File: src/rtl/bus_arbiter_pkg.sv
// Shared types and defaults for the two-master memory bus arbiter.
package bus_arbiter_pkg;

    // Arbiter FSM states: idle/arbitrating, fetch transaction, data transaction.
    typedef enum logic [1:0] {
        IDLE  = 2'd0,
        INSTR = 2'd1,
        DATA  = 2'd2
    } arb_state_t;

    // Which master owns the current transaction.
    typedef enum logic {
        OWNER_INSTR = 1'b0,
        OWNER_DATA  = 1'b1
    } owner_t;

    localparam int DEFAULT_STARVE_LIMIT = 4;
    localparam int DEFAULT_TIMEOUT      = 255;

endpackage

File: src/rtl/arb_watchdog.sv
// Response watchdog: loaded on every grant, counts down once per busy cycle
// and flags expiry on the TIMEOUT-th busy cycle of a transaction.
module arb_watchdog #(
    parameter int TIMEOUT = 255
) (
    input  logic clk,
    input  logic reset,
    input  logic start,
    input  logic active,
    output logic expired
);

    localparam int            CW   = (TIMEOUT > 1) ? $clog2(TIMEOUT) : 1;
    localparam logic [CW-1:0] LOAD = CW'(TIMEOUT - 1);

    logic [CW-1:0] count;

    // Reload at the grant edge, then count down until zero while busy.
    always_ff @(posedge clk or negedge reset) begin
        if (!reset) begin
            count <= '0;
        end else if (start) begin
            count <= LOAD;
        end else if (active && (count != '0)) begin
            count <= count - CW'(1);
        end
    end

    // First busy cycle sees TIMEOUT-1, so zero is reached on busy cycle TIMEOUT.
    assign expired = active && (count == '0);

endmodule

File: src/rtl/memory_bus_arbiter.sv
// Two-master (fetch / data) arbiter for one memory port. Data has fixed
// priority, fetch is protected by a starvation counter, and a watchdog
// aborts hung transactions and raises a sticky bus_error.
module memory_bus_arbiter
    import bus_arbiter_pkg::*;
#(
    parameter int STARVE_LIMIT = DEFAULT_STARVE_LIMIT,
    parameter int TIMEOUT      = DEFAULT_TIMEOUT
) (
    input  logic        clk,
    input  logic        reset,
    input  logic        instruction_request,
    input  logic [31:0] instruction_address,
    output logic [31:0] instruction_data,
    output logic        instruction_response,
    input  logic        data_memory_read,
    input  logic        data_memory_write,
    input  logic [31:0] data_address,
    input  logic [31:0] write_data,
    output logic [31:0] read_data,
    output logic        data_memory_response,
    output logic        mem_read,
    output logic        mem_write,
    output logic [31:0] mem_address,
    output logic [31:0] mem_write_data,
    input  logic [31:0] mem_read_data,
    input  logic        mem_response,
    output logic        bus_error
);

    localparam logic [3:0] STARVE_MAX = 4'(STARVE_LIMIT);

    arb_state_t  state, state_next;
    owner_t      owner;
    logic [3:0]  starve_count, starve_next;
    logic        mem_read_next, mem_write_next;
    logic [31:0] address_next, write_data_next;
    logic        bus_error_next;

    logic busy;
    logic data_wanted;
    logic starved;
    logic grant_data;
    logic grant_instr;
    logic expired;
    logic timed_out;
    logic done;

    assign busy      = (state != IDLE);
    assign owner     = (state == DATA) ? OWNER_DATA : OWNER_INSTR;
    assign timed_out = expired && !mem_response;
    assign done      = busy && (mem_response || expired);

    // Data wins arbitration unless fetch has waited out its starvation budget.
    assign data_wanted = data_memory_read || data_memory_write;
    assign starved     = instruction_request && (starve_count == STARVE_MAX);
    assign grant_data  = !busy && data_wanted && !starved;
    assign grant_instr = !busy && instruction_request && !grant_data;

    arb_watchdog #(
        .TIMEOUT (TIMEOUT)
    ) u_watchdog (
        .clk     (clk),
        .reset   (reset),
        .start   (grant_data || grant_instr),
        .active  (busy),
        .expired (expired)
    );

    // Next state, registered strobes/latches, starve counter and error flag.
    always_comb begin
        // NOTE: every signal driven here gets a default first, so no path can infer a latch.
        state_next      = state;
        mem_read_next   = mem_read;
        mem_write_next  = mem_write;
        address_next    = mem_address;
        write_data_next = mem_write_data;
        starve_next     = starve_count;
        bus_error_next  = bus_error;

        case (state)
            IDLE: begin
                if (!instruction_request) begin
                    starve_next = '0;
                end
                if (grant_data) begin
                    state_next      = DATA;
                    mem_write_next  = data_memory_write;
                    mem_read_next   = !data_memory_write;
                    address_next    = data_address;
                    write_data_next = write_data;
                    if (instruction_request && (starve_count != STARVE_MAX)) begin
                        starve_next = starve_count + 4'd1;
                    end
                end else if (grant_instr) begin
                    state_next     = INSTR;
                    mem_read_next  = 1'b1;
                    mem_write_next = 1'b0;
                    address_next   = instruction_address;
                    starve_next    = '0;
                end
            end
            INSTR, DATA: begin
                if (done) begin
                    state_next     = IDLE;
                    mem_read_next  = 1'b0;
                    mem_write_next = 1'b0;
                    if (timed_out) begin
                        bus_error_next = 1'b1;
                    end
                end
            end
            default: begin
                state_next     = IDLE;
                mem_read_next  = 1'b0;
                mem_write_next = 1'b0;
            end
        endcase
    end

    // State register and registered memory-side outputs.
    always_ff @(posedge clk or negedge reset) begin
        // NOTE: clocked state uses non-blocking assignments so every register samples pre-edge values.
        if (!reset) begin
            state          <= IDLE;
            mem_read       <= 1'b0;
            mem_write      <= 1'b0;
            mem_address    <= '0;
            mem_write_data <= '0;
            starve_count   <= '0;
            bus_error      <= 1'b0;
        end else begin
            state          <= state_next;
            mem_read       <= mem_read_next;
            mem_write      <= mem_write_next;
            mem_address    <= address_next;
            mem_write_data <= write_data_next;
            starve_count   <= starve_next;
            bus_error      <= bus_error_next;
        end
    end

    // Responses go straight through to the owner; a watchdog abort zeroes its data.
    assign instruction_response = done && (owner == OWNER_INSTR);
    assign data_memory_response = done && (owner == OWNER_DATA);
    assign instruction_data     = (timed_out && (owner == OWNER_INSTR)) ? '0 : mem_read_data;
    assign read_data            = (timed_out && (owner == OWNER_DATA))  ? '0 : mem_read_data;

endmodule

File: config.mk
export PLATFORM = sky130hd
export DESIGN_NAME = memory_bus_arbiter
export DESIGN_NICKNAME = d
export VERILOG_FILES = /design/src/rtl/bus_arbiter_pkg.sv /design/src/rtl/arb_watchdog.sv /design/src/rtl/memory_bus_arbiter.sv
export SDC_FILE = /design/constraint.sdc
export NUM_CORES = 1
export LEC_CHECK = 0
export ABC_AREA = 0
export CAP_MARGIN = 20
export CORE_AREA = 8 8 111 113
export CTS_BUF_LIST = sky130_fd_sc_hd__clkbuf_8
export DETAILED_ROUTE_END_ITERATION = 8
export DIE_AREA = 0 0 119 121
export PLACE_DENSITY = 0.87
export SETUP_SLACK_MARGIN = 0.1
export SLEW_MARGIN = 5
export SYNTH_ARGS = -nofsm -noshare
export SYNTH_HDL_FRONTEND = slang
export SYNTH_SLANG_ARGS = --single-unit
File: constraint.sdc
create_clock -name clk -period 4.7 [get_ports clk]
set_clock_uncertainty 0.1 [all_clocks]
set_input_delay 1.41 -clock clk [delete_from_list [all_inputs] [get_ports clk]]
set_output_delay 1.41 -clock clk [all_outputs]
set_load 0.01 [all_outputs]
==> results.tsv, run 1 <==
stage	metric	value	unit
floorplanning	die_w	119	µm
worst_setup_path	max_stage_delay	0.55	ns
clock_network	clock-sinks	81	
power	finalPower	3.70	mW
clock_network	cts_tree	yes	
synth	synthTopCellsByArea	dfrtp_1 48%, mux2_2 8.5%, a31oi_1 5.3%, nor2b_1 5.0%, nand3_1 4.8%	
worst_setup_path	r2r_slack	2.41	ns
power	leakage	3.06	nW
final_layout	nets	833	
clock_network	clk_latency	0.36	ns
placement	port_buffers	266	
clock_network	cts-root-buf	clkbuf_8	
final_layout	final_cell_count_no_fill	838	
sta	hold_ws	0.412	ns
placement	dp_cells	821	
power	powerDensity	506	nW/µm²
sta	finalHoldViolCount	0	
worst_setup_path	rr_worst_depth	7	
route	dr.first_iter.drc_count	216	
clock_network	cts.clk_slew.worst_paths	0.08	ns
floorplanning	num_rows	38	
worst_setup_path	end_kind	output pin	
power	p_sw	1.37	mW
synth	seq_area_frac_synth	47.8	%
worst_setup_path	critical_path_class	primary input to output pin	
route	antenna_left	0	
power	p_seq_share	32.6	%
worst_setup_path	r2r_end	mem_write_data[2]	
synth	ys_warn_count	0	
sta	rsz0062_at_grt	no	
final_layout	diodes	0	
synth	synth_edf_count	0	
synth	ys_ff_latch	81	
sta	slew_violations	0	
floorplanning	core-area	10600	µm²
grt	grt_pass1_vias	4542	
final_layout	synthToLayoutAreaGrowth	72.6	%
placement	globalplace.congestion	0.842	
synth	yosys.area.top_type	dfrtp_1	
route	drc	0	
status	status	completed	
power	switching_share	37.1	%
synth	syn_area	4240	µm²
floorplanning	start_util	40.0	%
route	drtPass1Iterations	4	
sta	min_period	4.56	ns
route	viasPerCell	5.22	
clock_network	cts_setup_buffers	0	
synth	syn_nets	578	
grt	overflow	0	
worst_setup_path	path_max_fanout	22	
synth	yosys_most_used_dff	dfrtp_1	
grt	track_usage	20.4	%
worst_hold_path	hp-start	mem_write_data[4]	
sta	worst_pin_slew	0.726	ns
power	vdd_ir_drop_max	0.257	mV
grt	grt_max_degree	82	
floorplanning	ios	267	
synth	synth_cell_type_count	47	
sta	fin_tns_setup	0	ns
worst_setup_path	worstSetupStartpointType	primary input	
clock_network	cts.path.max_buffers	2	
grt	antenna_found_initial	0	
final_layout	drive_gt1_share	10.2	%
clock_network	cts_buffers	9	
sta	period_share	97.0	%
worst_hold_path	hold_path_depth	1	
synth	synthCells	438	
floorplanning	dieArea	14400	µm²
worst_setup_path	r2r-start	state[0]	
worst_setup_path	worstPathRequired	3.19	ns
synth	synth.avg_cell_area	9.68	µm²
grt	grt_pass1_wl	23500	µm
worst_hold_path	hold_end	mem_write_data[4]	
route	post_drt_wl_per_cell	18.5	µm
final_layout	utilization	69.0	%
synth	async_reset_ff_share	100	%
power	pwr-share-clk	13.7	%
worst_hold_path	hold_class	register to register	
worst_setup_path	crit_chain	clkdlybuf4s50_1 > nor2_2 > and4b_1 > buf_12 > nor2b_1 > clkdlybuf4s50_1	
worst_setup_path	arrival	3.05	ns
worst_setup_path	slowest_stage	clkdlybuf4s50_1	
power	internal-power	2.33	mW
synth	yosys.area.top_type_share	47.8	%
worst_setup_path	cpMostUsedCell	clkdlybuf4s50_1	
power	p_comb_share	53.6	%
placement	dpl.hpwl	12100	µm
floorplanning	fp.dieH	121	µm
run	max_cap_violations	0	
sta	setup_viol	0	
route	drt-total-wl	15500	µm
route	vias	4373	
sta	clock.fmax	0.219	GHz
sta	relSlewSlack	51.2	%
clock_network	cts_max_level	3	
[logic make-up after synthesis]
kind of cell	count (synthesis)	share of synthesized area (%)
muxes	35	9.21
adders and majority gates	6	1.77
buffers and inverters	46	4.55
AOI/OAI and AO/OA	98	14.2
and+or+nand+nor	172	22.5
DFF	81	47.8
[how the worst max path moves through the flow]
stage / from / endpoint / slack [ns] / cells after the start
final: mem_response / instruction_data[19] / 0.14 / 6
after CTS: mem_response / read_data[5] / 0.11 / 6
after global placement: mem_response / instruction_data[20] / 0.10 / 6
after floorplan: mem_response / read_data[10] / 1.12 / 4
after detailed placement: mem_response / instruction_data[17] / 0.08 / 6
after global routing: mem_response / instruction_data[11] / 0.07 / 6
[layout by cell type (no fill, tap or decap), types with 10 or more instances in the layout]
| cell | count |
|---|---|
| and2_1 | 32 |
| buf_4 | 10 |
| dlymetal6s2s_1 | 20 |
| nor2b_1 | 34 |
| nor2_1 | 36 |
| mux2_2 | 32 |
| clkdlybuf4s50_1 | 238 |
| inv_1 | 10 |
| a31oi_1 | 36 |
| dfrtp_1 | 81 |
| o21ai_0 | 36 |
| nand3_1 | 41 |
[state kept, by name, summed over array words and instances, names as in the netlist]
signal	count
mem_write	1
starve_count	4
mem_read	1
bus_error	1
mem_write_data	32
mem_address	32
state	2
u_watchdog.count	8
[layout make-up]
cell class	instances	area, µm²
Inverter	11	41.3
Fill cell	780	3290
Clock inverter	7	70.1
Clock buffer	9	124
Tap cell	140	175
Multi-Input combinational cell	311	2030
Timing Repair Buffer	279	2850
Sequential cell	81	2030
[routing by layer]
layer / vias up / global-route usage [%] / wire length (µm)
met5: - / 0 / 0
li1: 2070 / - / -
met4: 0 / 6.48 / 296
met3: 22 / 8.00 / 1250
met1: 2074 / 20.3 / 5630
met2: 207 / 38.3 / 8330
[metrics by stage]
step           setup WS, ns  instance area, µm²
3_5_place_dp         0.0782                7050
6_report              0.141                7310
5_1_grt              0.0687                7310
2_1_floorplan          1.12                4240
3_3_place_gp          0.103                7030
4_1_cts               0.109                7230
[critical path, delay by kind of cell]
| family | cells | cell delay, ns |
|---|---|---|
| buf+inv | 3 | 1.24 |
| simple gates | 3 | 0.40 |
[power groups by stage]
stage / Sequential, mW / Clock, mW / Combinational, mW
3_5_place_dp: 1.22 / 0 / 2.01
4_1_cts: 1.21 / 0.526 / 2.01
5_1_grt: 1.25 / 0.552 / 2.16
3_3_place_gp: 1.19 / 0 / 1.94
2_1_floorplan: 1.34 / 0 / 0.856
6_report: 1.21 / 0.509 / 1.99
[Yosys cell counts, types with 2 or more instances]
cell / count
a21o_1: 2
a21oi_1: 2
a31oi_1: 36
and2_1: 32
and4b_1: 2
buf_1: 4
buf_2: 7
buf_4: 3
clkbuf_1: 21
dfrtp_1: 81
ha_1: 6
inv_1: 10
mux2_2: 32
mux2i_1: 3
nand2_1: 3
nand3_1: 41
nand4_1: 2
nand4b_1: 2
nor2_1: 37
nor2b_1: 34
nor3_1: 5
nor3b_1: 2
o211ai_1: 7
o21ai_0: 37
o22ai_1: 3
o311ai_0: 2
o31a_1: 2
[what timing repair did]
action | in CTS | in global routing
resized for setup | 7 | 21
hold endpoints to repair | 0 | 0
hold buffers | 0 | 0
endpoints found under the setup margin | 7 | 57
pin swaps | 0 | 0
Note: power is estimated with default switching activity, not from simulation.
==> run 2, diff against run 1 <==
--- a/config.mk
+++ b/config.mk
@@ -7,10 +7,10 @@
 export LEC_CHECK = 0
 export ABC_AREA = 0
 export CAP_MARGIN = 20
-export CORE_AREA = 8 8 111 113
+export CORE_AREA = 2 2 105 107
 export CTS_BUF_LIST = sky130_fd_sc_hd__clkbuf_8
 export DETAILED_ROUTE_END_ITERATION = 8
-export DIE_AREA = 0 0 119 121
+export DIE_AREA = 0 0 107 109
 export PLACE_DENSITY = 0.87
 export SETUP_SLACK_MARGIN = 0.1
 export SLEW_MARGIN = 5
==> results.tsv, run 2 (synthesis gave the netlist of run 1 again) <==
stage	metric	value	unit	change
sta	period_share	91.6	%	-5.4 points
floorplanning	die_w	107	µm	-10%
final_layout	drive_gt1_share	10.4	%	+0.26 points
route	drc	0		unchanged
clock_network	cts_max_level	3		unchanged
grt	overflow	0		unchanged
sta	setup_viol	0		unchanged
placement	port_buffers	266		unchanged
power	switching_share	36.2	%	-0.96 points
grt	grt_pass1_wl	21300	µm	-9.5%
status	status	completed		
sta	slew_violations	0		unchanged
clock_network	cts.clk_slew.worst_paths	0.08	ns	about the same
floorplanning	start_util	40.0	%	unchanged
grt	antenna_found_initial	0		unchanged
clock_network	cts_tree	yes		
worst_setup_path	worstSetupStartpointType	primary input		
sta	finalHoldViolCount	0		unchanged
route	viasPerCell	5.23		+0.15%
final_layout	final_cell_count_no_fill	840		+0.24%
power	powerDensity	518	nW/µm²	+2.3%
grt	grt_use_met2	43.2	%	+4.9 points
final_layout	synthToLayoutAreaGrowth	73.2	%	
clock_network	cts_buffers	9		unchanged
worst_setup_path	arrival	2.80	ns	-0.25 ns
route	antenna_left	0		unchanged
sta	relSlewSlack	47.1	%	-4.2 points
worst_setup_path	worstPathRequired	3.19	ns	about the same
worst_hold_path	hold_class	register to register		
power	leakage	2.95	nW	-3.5%
power	internal-power	2.43	mW	+4.3%
route	drt-total-wl	14300	µm	-7.8%
final_layout	diodes	0		unchanged
grt	grt_max_degree	82		unchanged
grt	grt_use_met3	6.34	%	-1.7 points
clock_network	ctsHoldBuffers	0		unchanged
sta	clock.fmax	0.232	GHz	+5.8%
worst_setup_path	path_max_fanout	20		-9.1%
placement	dp_cells	821		unchanged
floorplanning	num_rows	38		unchanged
sta	worst_pin_slew	0.794	ns	+0.0679 ns
final_layout	layout_common_cells	258 x clkdlybuf4s50_1, 81 x dfrtp_1, 41 x nand3_1		
floorplanning	fp.dieH	109	µm	-9.9%
grt	grt_pass1_vias	4258		-6.3%
clock_network	cts-root-buf	clkbuf_8		
route	drtPass1Iterations	5		+1
route	dr.first_iter.drc_count	231		+6.9%
sta	fin_tns_setup	0	ns	unchanged
grt	track_usage	23.2	%	+2.7 points
route	vias	4390		+0.39%
grt	top_usage_layer	met2		
final_layout	final_common_cell	clkdlybuf4s50_1		
grt	grt_util_met1	25.6	%	+5.3 points
final_layout	nFillCells	815		+4.5%
floorplanning	core-area	10600	µm²	unchanged
final_layout	nets	835		+0.24%
floorplanning	dieArea	11700	µm²	-19%
placement	dpl.hpwl	10700	µm	-12%
power	p_sw	1.38	mW	about the same
clock_network	clock-sinks	81		unchanged
final_layout	largestRegisters	mem_address: 32 flops, mem_write_data: 32 flops, u_watchdog.count: 8 flops		
clock_network	clk_latency	0.35	ns	about the same
power	p_comb_share	52.5	%	-1.1 points
power	vdd_ir_drop_max	0.283	mV	+10%
worst_setup_path	end_kind	output pin		
route	post_drt_wl_per_cell	17.0	µm	-8.0%
sta	rsz0062_at_grt	no		
final_layout	final_cell_area	7340	µm²	+0.36%
power	finalPower	3.80	mW	+2.7%
worst_setup_path	critical_path_class	primary input to output pin		
placement	postPlaceCellArea	7040	µm²	-0.18%
floorplanning	ios	267		unchanged
placement	globalplace.congestion	0.854		+1.5%
power	pwr-share-clk	15.8	%	+2.1 points
sta	hold_ws	0.387	ns	-0.0250 ns
run	max_cap_violations	0		unchanged
clock_network	cts.path.max_buffers	2		unchanged
power	p_seq_share	31.7	%	-0.9 points
sta	min_period	4.31	ns	-0.252 ns
==> run 2: cell types whose count changed in the layout (fill, tap and decap cells not counted), moves of 2 or more <==
cell             before  now
dlygate4sd2_1         7    0
buf_6                 0    2
dlymetal6s2s_1       20    7
clkinv_2              3    0
clkdlybuf4s50_1     238  258
clkbuf_8              9   11
==> run 2: worst max-delay path, cell delays in order <==
cell,delay (ns)
dlymetal6s2s_1,0.15
nor2_2,0.14
nand4_1,0.19
buf_6,0.23
and2_1,0.17
clkdlybuf4s50_1,0.50
==> run 2: worst paths after layout <==
| check | from | end | slack (ns) | cells past startpoint |
|---|---|---|---|---|
| min in group asynchronous | reset | mem_write_data[9] | 0.89 | 1 |
| setup reg to reg | state[0] | mem_address[7] | 2.29 | 7 |
| setup / recovery | mem_response | read_data[9] | 0.39 | 6 |
| max in group asynchronous | reset | mem_write_data[17] | 3.02 | 2 |
| hold / removal | bus_error | bus_error | 0.39 | 1 |
| hold reg to reg | bus_error | bus_error | 0.39 | 1 |
==> run 2: through the flow <==
step | util [%] | setup WS (ns)
floorplan | - | 1.12
global placement | 66.2 | 0.149
detailed placement | 66.4 | 0.117
CTS | 68.6 | 0.102
global route | 69.2 | 0.305
finish | 69.2 | 0.393
==> run 2: power groups by stage <==
stage | registers (mW) | clock network [mW] | logic (mW)
2_1_floorplan | 1.34 | 0 | 0.856
3_3_place_gp | 1.20 | 0 | 1.92
3_5_place_dp | 1.22 | 0 | 2.00
4_1_cts | 1.21 | 0.615 | 2.00
5_1_grt | 1.24 | 0.638 | 2.14
6_report | 1.21 | 0.600 | 2.00
==> run 2: final cells by class <==
type / count / area [µm²] / area share (%)
sequential: 81 / 2030 / 27.6
multi-input combinational: 311 / 2030 / 27.6
clock inverter: 5 / 85.1 / 1.16
inverter: 11 / 41.3 / 0.562
tap: 140 / 175 / 2.39
clock buffer: 11 / 151 / 2.06
timing repair buffer: 281 / 2840 / 38.6
==> run 2: metal layers <==
layer | wire length, µm | vias to the layer above
li1 | - | 2079
met1 | 5320 | 2098
met2 | 7770 | 196
met3 | 1020 | 17
met4 | 183 | 0
met5 | 0 | -
==> run 2: repair_timing <==
action                                  in CTS  in global routing
setup buffers                                0                  1
resized for setup                            0                 10
endpoints found under the setup margin       0                 64
==> run 3, diff against run 2 <==
--- a/config.mk
+++ b/config.mk
@@ -9,11 +9,13 @@
 export CAP_MARGIN = 20
 export CORE_AREA = 2 2 105 107
 export CTS_BUF_LIST = sky130_fd_sc_hd__clkbuf_8
+export CTS_CLUSTER_SIZE = 25
 export DETAILED_ROUTE_END_ITERATION = 8
 export DIE_AREA = 0 0 107 109
 export PLACE_DENSITY = 0.87
 export SETUP_SLACK_MARGIN = 0.1
-export SLEW_MARGIN = 5
+export SLEW_MARGIN = 20
 export SYNTH_ARGS = -nofsm -noshare
 export SYNTH_HDL_FRONTEND = slang
 export SYNTH_SLANG_ARGS = --single-unit
+export TNS_END_PERCENT = 1
==> results.tsv, run 3 (synthesis gave the netlist of run 1 again) <==
stage	metric	value	unit	change
final_layout	synthToLayoutAreaGrowth	71.4	%	
placement	pre_cts_slack	0.0888	ns	-0.0281 ns
floorplanning	core-area	10600	µm²	unchanged
placement	port_buffers	266		unchanged
final_layout	diodes	0		unchanged
route	vias	4332		-1.3%
clock_network	cts-root-buf	clkbuf_8		
run	max_cap_violations	0		unchanged
sta	period_share	91.6	%	about the same
power	switching_share	37.2	%	+1.0 points
route	drc	0		unchanged
power	powerDensity	502	nW/µm²	-3.1%
route	viasPerCell	5.15		-1.4%
clock_network	cts_tree	yes		
clock_network	clock-sinks	81		unchanged
sta	rsz0062_at_grt	no		
floorplanning	dieArea	11700	µm²	unchanged
clock_network	cts.path.max_buffers	2		unchanged
power	vdd_ir_drop_max	0.240	mV	-15%
sta	finalHoldViolCount	0		unchanged
worst_setup_path	r2r_slack	2.29	ns	about the same
grt	grt_pass1_wl	21400	µm	+0.65%
worst_setup_path	worstSetupStartpointType	primary input		
placement	globalplace.congestion	0.854		unchanged
power	internal-power	2.29	mW	-5.6%
sta	fin_ws	0.394	ns	+0.000585 ns
floorplanning	num_rows	38		unchanged
final_layout	nFillCells	840		+3.1%
power	p_seq_share	33.0	%	+1.3 points
clock_network	clk_latency	0.35	ns	about the same
power	leakage	2.89	nW	-1.8%
sta	hold_ws	0.395	ns	+0.00818 ns
final_layout	utilization	68.5	%	-0.72 points
route	drtPass1Iterations	4		-1
worst_setup_path	worstPathRequired	3.19	ns	about the same
final_layout	nets	836		+0.12%
sta	relSlewSlack	46.8	%	-0.31 points
final_layout	layout_common_cells	261 x clkdlybuf4s50_1, 81 x dfrtp_1, 41 x nand3_1		
worst_setup_path	r2r-start	state[0]		
grt	grt_pass1_vias	4207		-1.2%
worst_setup_path	worstSetupStartpoint	mem_response		
floorplanning	fp.dieH	109	µm	unchanged
floorplanning	ios	267		unchanged
sta	worst_pin_slew	0.795	ns	+0.00164 ns
sta	setup_viol	0		unchanged
grt	grt_max_degree	82		unchanged
clock_network	cts.clk_slew.worst_paths	0.08	ns	about the same
clock_network	ctsHoldBuffers	0		unchanged
sta	min_period	4.31	ns	-0.000585 ns
floorplanning	start_util	40.0	%	unchanged
sta	fin_tns_setup	0	ns	unchanged
worst_hold_path	hold_class	register to register		
clock_network	cts_max_level	3		unchanged
grt	track_usage	23.4	%	+0.20 points
route	dr.first_iter.drc_count	218		-5.6%
worst_setup_path	cp-endpoint	read_data[3]		
status	status	completed		
route	drt-total-wl	14200	µm	-0.92%
placement	dpl.hpwl	10500	µm	-1.4%
route	antenna_left	0		unchanged
power	pwr-share-clk	12.7	%	-3.1 points
worst_setup_path	r2r_end	mem_address[3]		
route	post_drt_wl_per_cell	16.8	µm	-1.0%
grt	antenna_found_initial	0		unchanged
worst_setup_path	end_kind	output pin		
final_layout	drive_gt1_share	10.4	%	-0.015 points
sta	clock.fmax	0.232	GHz	about the same
grt	overflow	0		unchanged
sta	slew_violations	0		unchanged
worst_setup_path	rr_worst_depth	7		unchanged
floorplanning	die_w	107	µm	unchanged
worst_setup_path	critical_path_class	primary input to output pin		
worst_setup_path	arrival	2.80	ns	about the same
worst_setup_path	path_max_fanout	5		-75%
power	p_comb_share	54.3	%	+1.8 points
clock_network	cts_buffers	9		unchanged
final_layout	largestRegisters	mem_address: 32 flops, mem_write_data: 32 flops, u_watchdog.count: 8 flops		
power	p_sw	1.36	mW	-1.4%
final_layout	final_common_cell	clkdlybuf4s50_1		
[run 3: changes by cell type in the layout (fill, tap and decap cells not counted), sizes merged]
cell	before	now
bufinv	2	0
buf	16	17
clkbuf	11	10
clkinv	1	5
dlymetal6s2s	7	4
inv	12	11
clkdlybuf4s50	258	261
[run 3: layer usage]
metal	track usage [%]	up-vias	share of wire (%)
li1	-	2076	-
met1	26.8	2064	39
met2	42.5	171	53
met3	6.52	21	6.6
met4	6.77	0	1.6
met5	0	-	0
[run 3: worst min path at each step]
stage	startpoint	end	slack, ns	cells past startpoint
after floorplan	bus_error	bus_error	0.41	1
final	bus_error	bus_error	0.40	1
after CTS	bus_error	bus_error	0.39	1
after global placement	mem_write_data[19]	mem_write_data[19]	0.39	1
after global routing	bus_error	bus_error	0.40	1
after detailed placement	bus_error	bus_error	0.37	1
[run 3: what timing repair did]
| action | in CTS | in global routing |
|---|---|---|
| setup endpoints to repair | 6 | 64 |
| resized for setup | 1 | 9 |
| buffers inserted | 0 | 3 |
| pin swaps | 0 | 2 |
| cloned | 0 | 2 |
[run 3: stage by stage]
stage / power (mW) / cell area, µm² / instances
6_report: 3.65 / 7260 / 841
3_5_place_dp: 3.20 / 7030 / 820
2_1_floorplan: 2.19 / 4240 / 438
3_3_place_gp: 3.12 / 7020 / 820
4_1_cts: 3.67 / 7200 / 836
5_1_grt: 3.88 / 7260 / 841
[run 3: power groups by stage]
stage          clock (mW)  combinational [mW]  sequential [mW]
2_1_floorplan           0               0.856             1.34
3_3_place_gp            0                1.92             1.20
3_5_place_dp            0                1.98             1.22
4_1_cts             0.474                1.99             1.21
5_1_grt             0.501                2.14             1.24
6_report            0.463                1.98             1.21
[run 3: worst max-delay path, cell delays in order]
cell and delay (ns):
dlymetal6s2s_1 0.16, nor2_2 0.15, nand4_1 0.09, buf_4 0.19, buf_2 0.15, and2_1 0.16
clkdlybuf4s50_1 0.48
[run 3: layout make-up]
class	count	area, µm²	share of cell area, %
multi-input combinational	311	2030	28.0
timing repair buffer	282	2820	38.8
clock buffer	10	138	1.89
clock inverter	6	35.0	0.482
sequential	81	2030	27.9
inverter	11	41.3	0.568
tap	140	175	2.41
==> RTL change: new RTL, flow settings as in run 1 <==
Put a register stage on the outputs `instruction_data`, `instruction_response`, `read_data` and `data_memory_response`, cleared by the reset. The values now appear one clock later. The other outputs are not delayed to match.
--- a/src/rtl/memory_bus_arbiter.sv
+++ b/src/rtl/memory_bus_arbiter.sv
@@ -142,8 +142,17 @@
 
     // Responses go straight through to the owner; a watchdog abort zeroes its data.
-    assign instruction_response = done && (owner == OWNER_INSTR);
-    assign data_memory_response = done && (owner == OWNER_DATA);
-    assign instruction_data     = (timed_out && (owner == OWNER_INSTR)) ? '0 : mem_read_data;
-    assign read_data            = (timed_out && (owner == OWNER_DATA))  ? '0 : mem_read_data;
+    always_ff @(posedge clk or negedge reset) begin
+        if (!reset) begin
+            instruction_data     <= '0;
+            instruction_response <= '0;
+            read_data            <= '0;
+            data_memory_response <= '0;
+        end else begin
+            instruction_data     <= (timed_out && (owner == OWNER_INSTR)) ? '0 : mem_read_data;
+            instruction_response <= done && (owner == OWNER_INSTR);
+            read_data            <= (timed_out && (owner == OWNER_DATA))  ? '0 : mem_read_data;
+            data_memory_response <= done && (owner == OWNER_DATA);
+        end
+    end
 
 endmodule
Check against the original RTL: not equivalent (Yosys sat finds a counterexample within 4 cycles, from zero or initial values and one cycle with reset low).
==> RTL change against run 1 <==
- clock power increased by 110%
- sequential cell count is 66 higher
- total power up 31%
- worst setup slack improved by 1.2 ns
- routed wire length up 18%
- cell count up 1.6%
- area after synthesis is 38% higher
- first-iteration DRC count up 44%
- sequential power rose by 50%
- critical path depth fell by 1
- sequential share of layout area up 13 points
- design area rose by 24%
- largest cell class is now sequential cells
==> RTL change: results (changes against run 1) <==
Avg WL per Cell=21.6 um (+17%); DR iter-0 viols=311 (+44%); DRT Wirelength=18.3 mm (+18%); crit path DAT=3.62 ns (+0.57 ns); top cells by count, synth=dfrtp_1, nand2b_1, nor2b_1, and2_1, mux2_1; Post-Place Cell Area=8630 um^2 (+22%); Met3 Routed Length=1.84 mm (+48%); Filler cells=542 (-31%); gpl congestion=0.811 (-3.7%); worst-skew pair later-pin latency=0.44 ns (+0.08 ns); Final nets=838 (+0.60%); M1 WL=6.52 mm (+16%); Antenna Cells=0 (unchanged); drt first pass iters=4 (unchanged); Leakage=3.71 nW (+21%); first-pass GRT wire length=28.3 mm (+20%); Crit-path slowest cell=nand3b_1; outcome=completed; aggregate global-route resource usage=25.5% (+5.1 points); top area cells in the synthesized netlist=dfrtp_1, mux2_1, o221a_1; HPWL after detailed placement=13.9 mm (+15%); crit-path max FO=19 (-14%); total CTS buffers=17 (+8); Peak VDD IR=0.379 mV (+48%); Post-Syn Nets=568 (-1.7%); Mapped Avg Cell Area=13.6 um^2 (+41%); sequential fraction of the synthesis area=63.0% (+15 points); synth unique cells=53 (+13%); Placed Instances=819 (-0.24%); number of global-route vias before repair=4927 (+8.5%); H-tree depth=4 (+1); share of cells above drive strength 1=9.14% (-1.0 points); Placement Setup Slack=0.841 ns (+0.763 ns)
RTL change: final cells by class:
class	count	share of cell area, %
Timing Repair Buffer	277	30.5
Clock inverter	14	1.95
Multi-Input combinational cell	246	21.9
Inverter	9	0.373
Sequential cell	147	40.6
Clock buffer	18	2.74
Tap cell	140	1.93
RTL change: logic make-up (layout without fill, tap and decap cells):
logic type	count (synthesis)	in the layout	share of synthesized area, %
multiplexers	35	35	6.73
AND/OR/NAND/NOR	139	139	15.3
flip-flops	147	147	63.0
buffers and inverters	35	318	2.98
AO/OA/AOI/OAI	66	66	10.7
adder cells (fa/ha/maj)	6	6	1.29
RTL change: power breakdown:
group / total, mW / switching [mW] / internal (mW)
Clock: 1.05 / 0.505 / 0.546
Combinational: 2.00 / 0.875 / 1.12
Sequential: 1.82 / 0.205 / 1.62
RTL change: path summary, 6_finish.rpt:
check | startpoint | end | slack [ns] | cells past startpoint
setup / recovery | data_memory_write | mem_write_data[16] | 1.31 | 5
hold / removal | mem_write_data[19] | mem_write_data[19] | 0.39 | 1
setup reg to reg | state[0] | mem_write_data[16] | 1.59 | 5
hold reg to reg | mem_write_data[19] | mem_write_data[19] | 0.39 | 1
max in group asynchronous | reset | read_data[2] | 2.71 | 2
min in group asynchronous | reset | read_data[24] | 0.99 | 1
RTL change: worst max-delay path: cells and delay by family:
family	cells	cell delay [ns]
buf+inv	2	1.08
simple gates	2	0.80
mux	1	0.33
RTL change: through the flow:
step / utilization (%) / power [mW]
after floorplan: - / 2.79
after global placement: 81.4 / 3.76
after detailed placement: 81.4 / 3.85
after CTS: 85.4 / 4.91
after global routing: 85.4 / 5.13
final: 85.4 / 4.87
RTL change: per-layer routing:
| layer | vias up | GRT usage (%) |
|---|---|---|
| met5 | - | 0 |
| met4 | 0 | 9.57 |
| met3 | 29 | 11.2 |
| met2 | 218 | 44.7 |
| met1 | 2301 | 26.6 |
| li1 | 2058 | - |
